<file path="src/rtl/pl_ex_pkg.sv">
// Shared constants and types for the RV32 execute stage: ALU op codes, branch and
// RV32M funct3 codes, forwarding selects and the mul/div sequencer states.
package pl_ex_pkg;

   localparam logic [3:0] ALU_ADD   = 4'h0;
   localparam logic [3:0] ALU_SUB   = 4'h1;
   localparam logic [3:0] ALU_AND   = 4'h2;
   localparam logic [3:0] ALU_OR    = 4'h3;
   localparam logic [3:0] ALU_XOR   = 4'h4;
   localparam logic [3:0] ALU_SLT   = 4'h5;
   localparam logic [3:0] ALU_SLTU  = 4'h6;
   localparam logic [3:0] ALU_SLL   = 4'h7;
   localparam logic [3:0] ALU_SRL   = 4'h8;
   localparam logic [3:0] ALU_SRA   = 4'h9;
   localparam logic [3:0] ALU_LUI   = 4'hA;
   localparam logic [3:0] ALU_AUIPC = 4'hB;

   localparam logic [2:0] BR_EQ  = 3'b000;
   localparam logic [2:0] BR_NE  = 3'b001;
   localparam logic [2:0] BR_LT  = 3'b100;
   localparam logic [2:0] BR_GE  = 3'b101;
   localparam logic [2:0] BR_LTU = 3'b110;
   localparam logic [2:0] BR_GEU = 3'b111;

   localparam logic [2:0] M_MUL    = 3'b000;
   localparam logic [2:0] M_MULH   = 3'b001;
   localparam logic [2:0] M_MULHSU = 3'b010;
   localparam logic [2:0] M_MULHU  = 3'b011;
   localparam logic [2:0] M_DIV    = 3'b100;
   localparam logic [2:0] M_DIVU   = 3'b101;
   localparam logic [2:0] M_REM    = 3'b110;
   localparam logic [2:0] M_REMU   = 3'b111;

   localparam logic [6:0] OPC_OP   = 7'b0110011;
   localparam logic [6:0] FUNCT7_M = 7'b0000001;

   localparam logic [1:0] FWD_RD = 2'b00;
   localparam logic [1:0] FWD_W  = 2'b01;
   localparam logic [1:0] FWD_M  = 2'b10;

   typedef enum logic [1:0] {
      IDLE = 2'd0,
      RUN  = 2'd1,
      DONE = 2'd2
   } md_state_t;

   function automatic logic isMulDiv(input logic [31:0] instr);
      return (instr[6:0] == OPC_OP) && (instr[31:25] == FUNCT7_M);
   endfunction

endpackage

</file>
<file path="src/rtl/pl_stage_ex_if.sv">
// Decode|execute register outputs into the execute stage and the stage's results
// towards memory, fetch and the hazard unit.
interface pl_stage_ex_if;

   logic        KillE;
   logic [31:0] RD1E;
   logic [31:0] RD2E;
   logic [31:0] PCE;
   logic [31:0] ImmExtE;
   logic [31:0] PCPlus4E;
   logic [31:0] InstrE;
   logic [3:0]  ALUControlE;
   logic        ALUSrcE;
   logic        JumpE;
   logic        BranchE;
   logic        JalrE;
   logic [1:0]  ForwardAE;
   logic [1:0]  ForwardBE;
   logic [31:0] ResultW;
   logic [31:0] ALUResultM;

   logic [31:0] ALUResultE;
   logic [31:0] WriteDataE;
   logic [31:0] PCTargetE;
   logic        PCSrcE;
   logic        StallMD;

   modport master (
      output KillE, RD1E, RD2E, PCE, ImmExtE, PCPlus4E, InstrE, ALUControlE,
             ALUSrcE, JumpE, BranchE, JalrE, ForwardAE, ForwardBE, ResultW, ALUResultM,
      input  ALUResultE, WriteDataE, PCTargetE, PCSrcE, StallMD
   );

   modport slave (
      input  KillE, RD1E, RD2E, PCE, ImmExtE, PCPlus4E, InstrE, ALUControlE,
             ALUSrcE, JumpE, BranchE, JalrE, ForwardAE, ForwardBE, ResultW, ALUResultM,
      output ALUResultE, WriteDataE, PCTargetE, PCSrcE, StallMD
   );

endinterface

</file>
<file path="src/rtl/pl_muldiv_iter.sv">
// Iterative RV32M unit: shift-add multiplier and restoring divider on operand
// magnitudes with a sign fix-up at the end. Only built when PL_EX_MULDIV_EN is defined.
`ifdef PL_EX_MULDIV_EN
module pl_muldiv_iter
   import pl_ex_pkg::*;
#(
   parameter int XLEN         = 32,
   parameter int MD_BITS_ITER = 1
) (
   input  logic            clk,
   input  logic            rst_n,
   input  logic            start_i,
   input  logic            kill_i,
   input  logic [2:0]      funct3_i,
   input  logic [XLEN-1:0] srcA_i,
   input  logic [XLEN-1:0] srcB_i,
   output logic            done_o,
   output logic [XLEN-1:0] result_o
);

   localparam int ITERS = XLEN / MD_BITS_ITER;
   localparam int CW    = $clog2(ITERS + 1);

   md_state_t         state_q, state_d;
   logic [CW-1:0]     count_q, count_d;
   logic [2*XLEN-1:0] acc_q, acc_d;
   logic [2*XLEN-1:0] mcand_q, mcand_d;
   logic [XLEN-1:0]   opB_q, opB_d;
   logic [XLEN-1:0]   dividend_q, dividend_d;
   logic [2:0]        funct3_q, funct3_d;
   logic              negRes_q, negRes_d;
   logic              negRem_q, negRem_d;
   logic              divZero_q, divZero_d;

   logic              aSigned, bSigned, aNeg, bNeg;
   logic [XLEN-1:0]   aMag, bMag;
   logic [2*XLEN-1:0] stepAcc, stepMcand;
   logic [XLEN-1:0]   stepOpB;
   logic [XLEN:0]     divTmp;
   logic [XLEN+1:0]   divDiff;
   logic [2*XLEN-1:0] prod;
   logic [XLEN-1:0]   quo, rem;

   assign aSigned = (funct3_i != M_MULHU) && (funct3_i != M_DIVU) && (funct3_i != M_REMU);
   assign bSigned = (funct3_i == M_MUL) || (funct3_i == M_MULH) ||
                    (funct3_i == M_DIV) || (funct3_i == M_REM);
   assign aNeg    = aSigned & srcA_i[XLEN-1];
   assign bNeg    = bSigned & srcB_i[XLEN-1];
   assign aMag    = aNeg ? -srcA_i : srcA_i;
   assign bMag    = bNeg ? -srcB_i : srcB_i;

   // One cycle of work: MD_BITS_ITER multiply (add/shift) or divide (trial subtract) steps.
   always_comb begin
      stepAcc   = acc_q;
      stepMcand = mcand_q;
      stepOpB   = opB_q;
      divTmp    = '0;
      divDiff   = '0;
      for (int k = 0; k < MD_BITS_ITER; k++) begin
         if (funct3_q[2]) begin
            divTmp  = stepAcc[2*XLEN-1:XLEN-1];
            divDiff = {1'b0, divTmp} - {2'b00, stepOpB};
            if (!divDiff[XLEN+1]) begin
               stepAcc = {divDiff[XLEN-1:0], stepAcc[XLEN-2:0], 1'b1};
            end else begin
               stepAcc = {divTmp[XLEN-1:0], stepAcc[XLEN-2:0], 1'b0};
            end
         end else begin
            if (stepOpB[0]) begin
               stepAcc = stepAcc + stepMcand;
            end
            stepMcand = stepMcand << 1;
            stepOpB   = stepOpB >> 1;
         end
      end
   end

   always_comb begin
      state_d    = state_q;
      count_d    = count_q;
      acc_d      = acc_q;
      mcand_d    = mcand_q;
      opB_d      = opB_q;
      dividend_d = dividend_q;
      funct3_d   = funct3_q;
      negRes_d   = negRes_q;
      negRem_d   = negRem_q;
      divZero_d  = divZero_q;
      case (state_q)
         IDLE: begin
            if (start_i && !kill_i) begin
               state_d    = RUN;
               count_d    = CW'(ITERS);
               acc_d      = funct3_i[2] ? {{XLEN{1'b0}}, aMag} : '0;
               mcand_d    = {{XLEN{1'b0}}, aMag};
               opB_d      = bMag;
               dividend_d = srcA_i;
               funct3_d   = funct3_i;
               negRes_d   = aNeg ^ bNeg;
               negRem_d   = aNeg;
               divZero_d  = (srcB_i == '0);
            end
         end
         RUN: begin
            acc_d   = stepAcc;
            mcand_d = stepMcand;
            opB_d   = stepOpB;
            count_d = count_q - CW'(1);
            if (count_q == CW'(1)) begin
               state_d = DONE;
            end
         end
         DONE:    state_d = IDLE;
         default: state_d = IDLE;
      endcase
      if (kill_i) begin
         state_d = IDLE;
         count_d = '0;
      end
   end

   always_ff @(posedge clk or negedge rst_n) begin
      if (!rst_n) begin
         state_q    <= IDLE;
         count_q    <= '0;
         acc_q      <= '0;
         mcand_q    <= '0;
         opB_q      <= '0;
         dividend_q <= '0;
         funct3_q   <= '0;
         negRes_q   <= 1'b0;
         negRem_q   <= 1'b0;
         divZero_q  <= 1'b0;
      end else begin
         state_q    <= state_d;
         count_q    <= count_d;
         acc_q      <= acc_d;
         mcand_q    <= mcand_d;
         opB_q      <= opB_d;
         dividend_q <= dividend_d;
         funct3_q   <= funct3_d;
         negRes_q   <= negRes_d;
         negRem_q   <= negRem_d;
         divZero_q  <= divZero_d;
      end
   end

   // Divide by zero bypasses the sign fix-up: quotient all ones, remainder = raw dividend.
   assign prod = negRes_q ? -acc_q : acc_q;
   assign quo  = negRes_q ? -acc_q[XLEN-1:0] : acc_q[XLEN-1:0];
   assign rem  = negRem_q ? -acc_q[2*XLEN-1:XLEN] : acc_q[2*XLEN-1:XLEN];

   always_comb begin
      result_o = '0;
      case (funct3_q)
         M_MUL:                     result_o = prod[XLEN-1:0];
         M_MULH, M_MULHSU, M_MULHU: result_o = prod[2*XLEN-1:XLEN];
         M_DIV, M_DIVU:             result_o = divZero_q ? '1 : quo;
         default:                   result_o = divZero_q ? dividend_q : rem;
      endcase
   end

   assign done_o = (state_q == DONE);

endmodule
`endif

</file>
<file path="src/rtl/pl_stage_ex.sv">
// RV32 execute stage: forwarding muxes, ALU, branch/jump resolution and, when
// PL_EX_MULDIV_EN is defined, the iterative RV32M unit that stalls the pipeline.
module pl_stage_ex
   import pl_ex_pkg::*;
#(
   parameter int XLEN         = 32,
   parameter int MD_BITS_ITER = 1
) (
   input  logic         clk,
   input  logic         rst_n,
   pl_stage_ex_if.slave ex
);

   logic [31:0] srcA, srcB, writeData, aluRes;
   logic        taken, mOp;
   logic        unusedBits;

   function automatic logic [31:0] fwdSel(input logic [1:0] sel, input logic [31:0] rd,
                                          input logic [31:0] resW, input logic [31:0] aluM);
      case (sel)
         FWD_W:   return resW;
         FWD_M:   return aluM;
         default: return rd;
      endcase
   endfunction

   assign srcA      = fwdSel(ex.ForwardAE, ex.RD1E, ex.ResultW, ex.ALUResultM);
   assign writeData = fwdSel(ex.ForwardBE, ex.RD2E, ex.ResultW, ex.ALUResultM);
   assign srcB      = ex.ALUSrcE ? ex.ImmExtE : writeData;
   assign mOp       = isMulDiv(ex.InstrE);

   always_comb begin
      aluRes = '0;
      case (ex.ALUControlE)
         ALU_ADD:   aluRes = srcA + srcB;
         ALU_SUB:   aluRes = srcA - srcB;
         ALU_AND:   aluRes = srcA & srcB;
         ALU_OR:    aluRes = srcA | srcB;
         ALU_XOR:   aluRes = srcA ^ srcB;
         ALU_SLT:   aluRes = {31'b0, $signed(srcA) < $signed(srcB)};
         ALU_SLTU:  aluRes = {31'b0, srcA < srcB};
         ALU_SLL:   aluRes = srcA << srcB[4:0];
         ALU_SRL:   aluRes = srcA >> srcB[4:0];
         ALU_SRA:   aluRes = $unsigned($signed(srcA) >>> srcB[4:0]);
         ALU_LUI:   aluRes = srcB;
         ALU_AUIPC: aluRes = ex.PCE + ex.ImmExtE;
         default:   aluRes = '0;
      endcase
   end

   always_comb begin
      taken = 1'b0;
      case (ex.InstrE[14:12])
         BR_EQ:   taken = (srcA == srcB);
         BR_NE:   taken = (srcA != srcB);
         BR_LT:   taken = ($signed(srcA) < $signed(srcB));
         BR_GE:   taken = ($signed(srcA) >= $signed(srcB));
         BR_LTU:  taken = (srcA < srcB);
         BR_GEU:  taken = (srcA >= srcB);
         default: taken = 1'b0;
      endcase
   end

   assign ex.WriteDataE = writeData;
   assign ex.PCSrcE     = ex.JumpE | (ex.BranchE & taken);
   assign ex.PCTargetE  = ex.JalrE ? ((srcA + ex.ImmExtE) & ~32'd1) : (ex.PCE + ex.ImmExtE);

   // PC+4 and the register-index fields travel past this stage untouched.
   assign unusedBits = &{1'b0, ex.PCPlus4E, ex.InstrE[24:15], ex.InstrE[11:7]};

`ifdef PL_EX_MULDIV_EN
   logic        mdDone;
   logic [31:0] mdResult;

   pl_muldiv_iter #(
      .XLEN         (XLEN),
      .MD_BITS_ITER (MD_BITS_ITER)
   ) u_md (
      .clk      (clk),
      .rst_n    (rst_n),
      .start_i  (mOp),
      .kill_i   (ex.KillE),
      .funct3_i (ex.InstrE[14:12]),
      .srcA_i   (srcA),
      .srcB_i   (srcB),
      .done_o   (mdDone),
      .result_o (mdResult)
   );

   assign ex.StallMD    = mOp & ~mdDone;
   assign ex.ALUResultE = mdDone ? mdResult : aluRes;
`else
   logic unusedCfg;

   assign unusedCfg     = &{1'b0, clk, rst_n, ex.KillE, (XLEN == 32), (MD_BITS_ITER > 0)};
   assign ex.StallMD    = 1'b0;
   assign ex.ALUResultE = mOp ? 32'd0 : aluRes;
`endif

endmodule
</file>
<file path="src/flat_wrapper.sv">
// flat-port wrapper written by rule: the top's interface ports become plain ports
module pl_stage_ex_flat import pl_ex_pkg::*;
#(
   parameter int XLEN         = 32,
   parameter int MD_BITS_ITER = 1
)
  (clk, rst_n, ex_KillE, ex_RD1E, ex_RD2E, ex_PCE, ex_ImmExtE, ex_PCPlus4E, ex_InstrE, ex_ALUControlE, ex_ALUSrcE, ex_JumpE, ex_BranchE, ex_JalrE, ex_ForwardAE, ex_ForwardBE, ex_ResultW, ex_ALUResultM, ex_ALUResultE, ex_WriteDataE, ex_PCTargetE, ex_PCSrcE, ex_StallMD);
  pl_stage_ex_if ex_i ();
  input  logic clk;
  input  logic rst_n;
  input wire logic [$bits(ex_i.KillE)-1:0] ex_KillE;
  input wire logic [$bits(ex_i.RD1E)-1:0] ex_RD1E;
  input wire logic [$bits(ex_i.RD2E)-1:0] ex_RD2E;
  input wire logic [$bits(ex_i.PCE)-1:0] ex_PCE;
  input wire logic [$bits(ex_i.ImmExtE)-1:0] ex_ImmExtE;
  input wire logic [$bits(ex_i.PCPlus4E)-1:0] ex_PCPlus4E;
  input wire logic [$bits(ex_i.InstrE)-1:0] ex_InstrE;
  input wire logic [$bits(ex_i.ALUControlE)-1:0] ex_ALUControlE;
  input wire logic [$bits(ex_i.ALUSrcE)-1:0] ex_ALUSrcE;
  input wire logic [$bits(ex_i.JumpE)-1:0] ex_JumpE;
  input wire logic [$bits(ex_i.BranchE)-1:0] ex_BranchE;
  input wire logic [$bits(ex_i.JalrE)-1:0] ex_JalrE;
  input wire logic [$bits(ex_i.ForwardAE)-1:0] ex_ForwardAE;
  input wire logic [$bits(ex_i.ForwardBE)-1:0] ex_ForwardBE;
  input wire logic [$bits(ex_i.ResultW)-1:0] ex_ResultW;
  input wire logic [$bits(ex_i.ALUResultM)-1:0] ex_ALUResultM;
  output wire logic [$bits(ex_i.ALUResultE)-1:0] ex_ALUResultE;
  output wire logic [$bits(ex_i.WriteDataE)-1:0] ex_WriteDataE;
  output wire logic [$bits(ex_i.PCTargetE)-1:0] ex_PCTargetE;
  output wire logic [$bits(ex_i.PCSrcE)-1:0] ex_PCSrcE;
  output wire logic [$bits(ex_i.StallMD)-1:0] ex_StallMD;
  assign ex_i.KillE = ex_KillE;
  assign ex_i.RD1E = ex_RD1E;
  assign ex_i.RD2E = ex_RD2E;
  assign ex_i.PCE = ex_PCE;
  assign ex_i.ImmExtE = ex_ImmExtE;
  assign ex_i.PCPlus4E = ex_PCPlus4E;
  assign ex_i.InstrE = ex_InstrE;
  assign ex_i.ALUControlE = ex_ALUControlE;
  assign ex_i.ALUSrcE = ex_ALUSrcE;
  assign ex_i.JumpE = ex_JumpE;
  assign ex_i.BranchE = ex_BranchE;
  assign ex_i.JalrE = ex_JalrE;
  assign ex_i.ForwardAE = ex_ForwardAE;
  assign ex_i.ForwardBE = ex_ForwardBE;
  assign ex_i.ResultW = ex_ResultW;
  assign ex_i.ALUResultM = ex_ALUResultM;
  assign ex_ALUResultE = ex_i.ALUResultE;
  assign ex_WriteDataE = ex_i.WriteDataE;
  assign ex_PCTargetE = ex_i.PCTargetE;
  assign ex_PCSrcE = ex_i.PCSrcE;
  assign ex_StallMD = ex_i.StallMD;
  pl_stage_ex #(.XLEN(XLEN), .MD_BITS_ITER(MD_BITS_ITER)) u_core (.clk(clk), .rst_n(rst_n), .ex(ex_i));
endmodule
</file>
<file path="config.mk">
export PLATFORM = sky130hd
export DESIGN_NAME = pl_stage_ex_flat
export DESIGN_NICKNAME = d
export VERILOG_FILES = /design/src/rtl/pl_ex_pkg.sv /design/src/rtl/pl_stage_ex_if.sv /design/src/rtl/pl_muldiv_iter.sv /design/src/rtl/pl_stage_ex.sv /design/src/flat_wrapper.sv
export SDC_FILE = /design/constraint.sdc
export NUM_CORES = 1
export LEC_CHECK = 0
export ABC_AREA = 1
export CORE_MARGIN = 3
export CORE_UTILIZATION = 40
export DETAILED_ROUTE_END_ITERATION = 10
export PLACE_DENSITY = 0.66
export SYNTH_ARGS = -nofsm -noshare
export SYNTH_HDL_FRONTEND = slang
export SYNTH_SLANG_ARGS = --single-unit
</file>
<file path="constraint.sdc">
create_clock -name vclk -period 17.5
set_input_delay 4.375 -clock vclk [all_inputs]
set_output_delay 4.375 -clock vclk [all_outputs]
set_load 0.1 [all_outputs]
</file>
# == Word level (Yosys, flattened, before mapping) ==
# Index checks and enable logic that the tools add are counted.
# Widths: inputs -> output; s select.
# word_totals
reg_bits,0
input_bits,271
out_inout_bits,98
wordCells,50
# classes
n_addsub,4
n_lt_le_gt_ge,4
n_eq_ne,24
shifts,3
mux,7
bitwise,5
n_reduce_logical,3
# op_table
operator,n
$pmux 32 s12,1
$pmux 32 s2,2
$add 32x32->32,3
$mux 32,3
$ge 32x32->1,2
$lt 32x32->1,2
$and 32x32->32,1
$eq 32x32->1,1
$ne 32x32->1,1
$or 32x32->32,1
$shl 32x5->32,1
$shr 32x5->32,1
$sshr 32x5->32,1
$sub 32x32->32,1
$xor 32x32->32,1
$eq 4x3->1 const B,4
$eq 4x4->1 const B,4
$eq 3x3->1 const B,4
$eq 4x2->1 const B,2
$eq 7x1->1 const B,1
$eq 7x6->1 const B,1
$pmux 1 s6,1
$eq 2x1->1 const B,2
$eq 2x2->1 const B,2
7 further kinds,7

# == Logic depth before layout (Yosys ltp) ==
# depth
depth_word,7
depth_mapped,30
ltp_nobuf,27

# == Least setup slack after synthesis ==
# OpenSTA, ideal clock, no wires.
# synth_timing
path_kind,in2out
startpoint,in ex_ForwardBE[0]
endpoint,out ex_ALUResultE[31]
t_arrival_ns,10.127
required_ns,13.125
slack_ns,2.998
stages,24
n_path_buf,3
cell_sequence,inv_1 > ha_1 > buf_6 > inv_4 > buf_6 > nor2_1 > a21oi_1 > nand2_1 > o21ai_2 > inv_2 > clkbuf_1 > ha_1 > inv_1 > a21oi_1 > nand2_1 > a21oi_1 > o21ai_0 > nand2_1 > nand2_1 > nand2_1 > nand3_1 > nand2_1 > nor2_1 > a21oi_1
# synth_via
elab_chain_cells,6
word_cells_on_any_way,14
cone_classes,add/sub: 2; eq/ne: 2; shift: 3; mux: 4; bitwise: 3
# synth_lines
element,line,rtl
"start, declared",flat_wrapper.sv:24,input wire logic [$bits(ex_i.ForwardBE)-1:0] ex_ForwardBE;
$eq 2x2->1 or $eq 2x1->1 (tied branches),pl_stage_ex.sv:20,case (sel)
$pmux 32 s2 *,pl_stage_ex.sv:20,
named net ex_WriteDataE[4],flat_wrapper.sv:28,output wire logic [$bits(ex_i.WriteDataE)-1:0] ex_WriteDataE;
$mux 32 *,pl_stage_ex.sv:29,assign srcB = ex.ALUSrcE ? ex.ImmExtE : writeData;
"$sub 32x32->32, or another cell as far along",pl_stage_ex.sv:36,ALU_SUB: aluRes = srcA - srcB;
$pmux 32 s12 *,pl_stage_ex.sv:34,case (ex.ALUControlE)
$mux 32 *,pl_stage_ex.sv:97,assign ex.ALUResultE = mOp ? 32'd0 : aluRes;
"end, declared",flat_wrapper.sv:27,output wire logic [$bits(ex_i.ALUResultE)-1:0] ex_ALUResultE;
# Mark *: on every way through the listed nets, which the timed path passes. The rest lies on a longest branch.

# == Final worst setup path ==
# layout_timing
startpoint,in ex_ForwardBE[0]
endpoint,out ex_ALUResultE[31]
# layout_via
elab_chain_cells,6
word_cells_on_any_way,14
cone_classes,add/sub: 2; eq/ne: 2; shift: 3; mux: 4; bitwise: 3
# layout_lines
element,line
$eq 2x2->1 or $eq 2x1->1 (tied branches),pl_stage_ex.sv:20
$pmux 32 s2 *,pl_stage_ex.sv:20
$mux 32 *,pl_stage_ex.sv:29
"$sub 32x32->32, or another cell as far along",pl_stage_ex.sv:36
$pmux 32 s12 *,pl_stage_ex.sv:34
$mux 32 *,pl_stage_ex.sv:97
# Every way passes the cells marked *; elsewhere a longest branch is shown, timed or not.

==> flow_metrics.tcl <==
set metrics [dict create \
    hold_violations 0 \
    wirelength_mm 99.0 \
    synth_warnings 0 \
    grt_pass1_vias 22800 \
    finalPower_mw 1.52 \
    crit_chain "clkdlybuf4s50_1 -> inv_1 -> ha_1 -> buf_4 -> nand2_1 -> nand2_1 -> o21ai_2 -> a21boi_4 -> buf_4 -> ha_1 -> nor2_1 -> o21ai_0 -> nand3_1 -> nand2_1 -> a21oi_1 -> o21ai_0 -> nand2_1 -> nand3_1 -> nand3_1 -> nand2_1 -> nor2_1 -> a21oi_1 -> clkdlybuf4s50_1" \
    fin_crit_ps 15130 \
    worstSetupStartpointType "primary input" \
    final_cell_count_no_fill 4031 \
    grt_max_degree 73 \
    via_per_inst 6.01 \
    nFlopsAndLatches 0 \
    die_w_um 208 \
    postLayoutCellArea_um2 19800 \
    final_cell_mix "nand2_1, nand3_1, inv_1" \
    place_inst 4030 \
    worstSetupPathType "in -> out" \
    ys_seq_area_share_pct 0 \
    cpPeakStageDelay_ps 1220 \
    rsz0062_at_grt "false" \
    cpMaxStageDelayCell "clkdlybuf4s50_1" \
    route.detailed.drc 0 \
    dr_total_vias 24200 \
    hold_depth 4 \
    dp.final_hpwl_mm 83.5 \
    core_area_um2 40100 \
    cp_max_fo 64 \
    drt-wirelength-per-cell_um 24.5 \
    min_from "ex_JumpE" \
    io_buffer_count 318 \
    first_pass_iters 6 \
    seqCellArea_um2 0 \
    holdPathEnd "ex_PCSrcE" \
    rows 73 \
    setup_viol 0 \
    initial_core_util_pct 40.9 \
    clock_buffers 0 \
    status "finished clean" \
    slew_headroom_pct 21.7 \
    ctsHoldBuffers 0 \
    syn_avg_cell_area_um2 4.99 \
    fin_ws_ps 2370 \
    clock.fmax_mhz 66.1 \
    nFillCells 4794 \
    drt.antenna.violating_nets 0 \
    area_growth_pct 20.6 \
    gp_congestion 1.05 \
    worstMarginPinSlew_ps 1170 \
    grt_pass1_wl_mm 142 \
    fp.dieArea_um2 43500 \
    drtIter0Drc 3048 \
    syn-cell-area_um2 16400 \
    hp-class "in -> out" \
    max-cap-violations 0 \
    grt_use_total_pct 43.0 \
    crit_arrival_ps 10750 \
    antenna_found_initial 3 \
    p_per_area_nw_per_um2 76.6 \
    power.leakage_nw 9.72 \
    synthDistinctLibCells 55 \
    cts_setup_buffers 0 \
    period_share_pct 86.4 \
    finalSetupTns_ps 0 \
    worstPathRequired_ps 13120 \
    grt_overflow_total 0 \
    die_h_um 208 \
    placed_cell_area_um2 19800 \
    ir_drop_uv 57.7 \
    cts_resized 0 \
    cp-end-kind "primary output" \
    syn-instance-count 3290 \
    multi_input_area_um2 14300 \
    final_common_cell "nand2_1" \
    io_pins 369 \
    synth_nets 3730 \
    pre_cts_ws_ps 2490 \
    drive_above_1_share_pct 2.97 \
    critPathMostFrequentCell "nand2_1" \
    post-route-util_pct 49.3 \
    layout.nets 3947 \
    fin_hold_ws_ps 10200 \
    maxSlewViolCount 0 \
]
## power breakdown
part	switching, mW	leakage (nW)	total [mW]	internal [mW]
Combinational	1.13	9.72	1.52	0.390
Sequential	0	0	0	0
Clock	0	0.00000634	0.00000000765	0.00000000765
## routing by layer
| metal | vias to the layer above | part of all wire, % | track usage [%] |
|---|---|---|---|
| met2 | 1423 | 44 | 70.8 |
| li1 | 11400 | - | - |
| met1 | 11100 | 38 | 52.5 |
| met3 | 310 | 10 | 8.78 |
| met5 | - | 0 | 0 |
| met4 | 0 | 7.1 | 23.5 |
## area by class of cell
class | instances | area share, %
Antenna cell | 1 | 0.0127
Inverter | 370 | 7.06
Tap cell | 525 | 3.32
Multi-Input combinational cell | 2783 | 72.2
Timing Repair Buffer | 352 | 17.4
## synthesized netlist by cell type (all sizes together) (9+ instances only)
cell type / number / area (um^2)
nand2: 990 / 3760
nand3: 550 / 2830
inv: 365 / 1380
nor2: 321 / 1220
o21ai: 261 / 1340
a21oi: 223 / 1120
ha: 165 / 2060
buf: 92 / 559
nand4: 46 / 288
clkbuf: 45 / 171
nor3: 31 / 155
o22ai: 23 / 144
or2: 19 / 119
o21bai: 17 / 128
xor2: 15 / 131
o211ai: 14 / 105
o21a: 14 / 105
xnor2: 14 / 123
a21o: 13 / 97.6
a21boi: 9 / 71.3
nand3b: 9 / 67.6
## worst max-delay path by stage
stage | startpoint | end | slack, ps | cells after the start
finish | ex_ForwardBE[0] | ex_ALUResultE[31] | 2370 | 23
global route | ex_ForwardAE[0] | ex_ALUResultE[31] | 2170 | 19
CTS | ex_ForwardAE[0] | ex_ALUResultE[31] | 2490 | 19
detailed placement | ex_ForwardAE[0] | ex_ALUResultE[31] | 2490 | 19
global placement | ex_ForwardAE[0] | ex_ALUResultE[31] | 2520 | 19
floorplan | ex_ForwardBE[0] | ex_ALUResultE[31] | 3000 | 24
## cells by family (layout without fill, tap and decap cells)
group           after synthesis  after routing  synth area share [%]
compound gates              603            603                  20.4
xor+xnor                     29             29                  1.55
fa+ha+maj                   169            169                  13.1
buf+inv                     507            722                  13.0
other cells                   1              2                0.0229
simple gates               1981           1981                  52.0
## critical path: cells and delay by family
family	cells	cell delay [ps]
AO/OA/AOI/OAI	6	1620
adder cells (fa/ha/maj)	2	810
buffers and inverters	5	2770
AND/OR/NAND/NOR	10	1150
No activity file was read; power rests on OpenSTA's default activity.
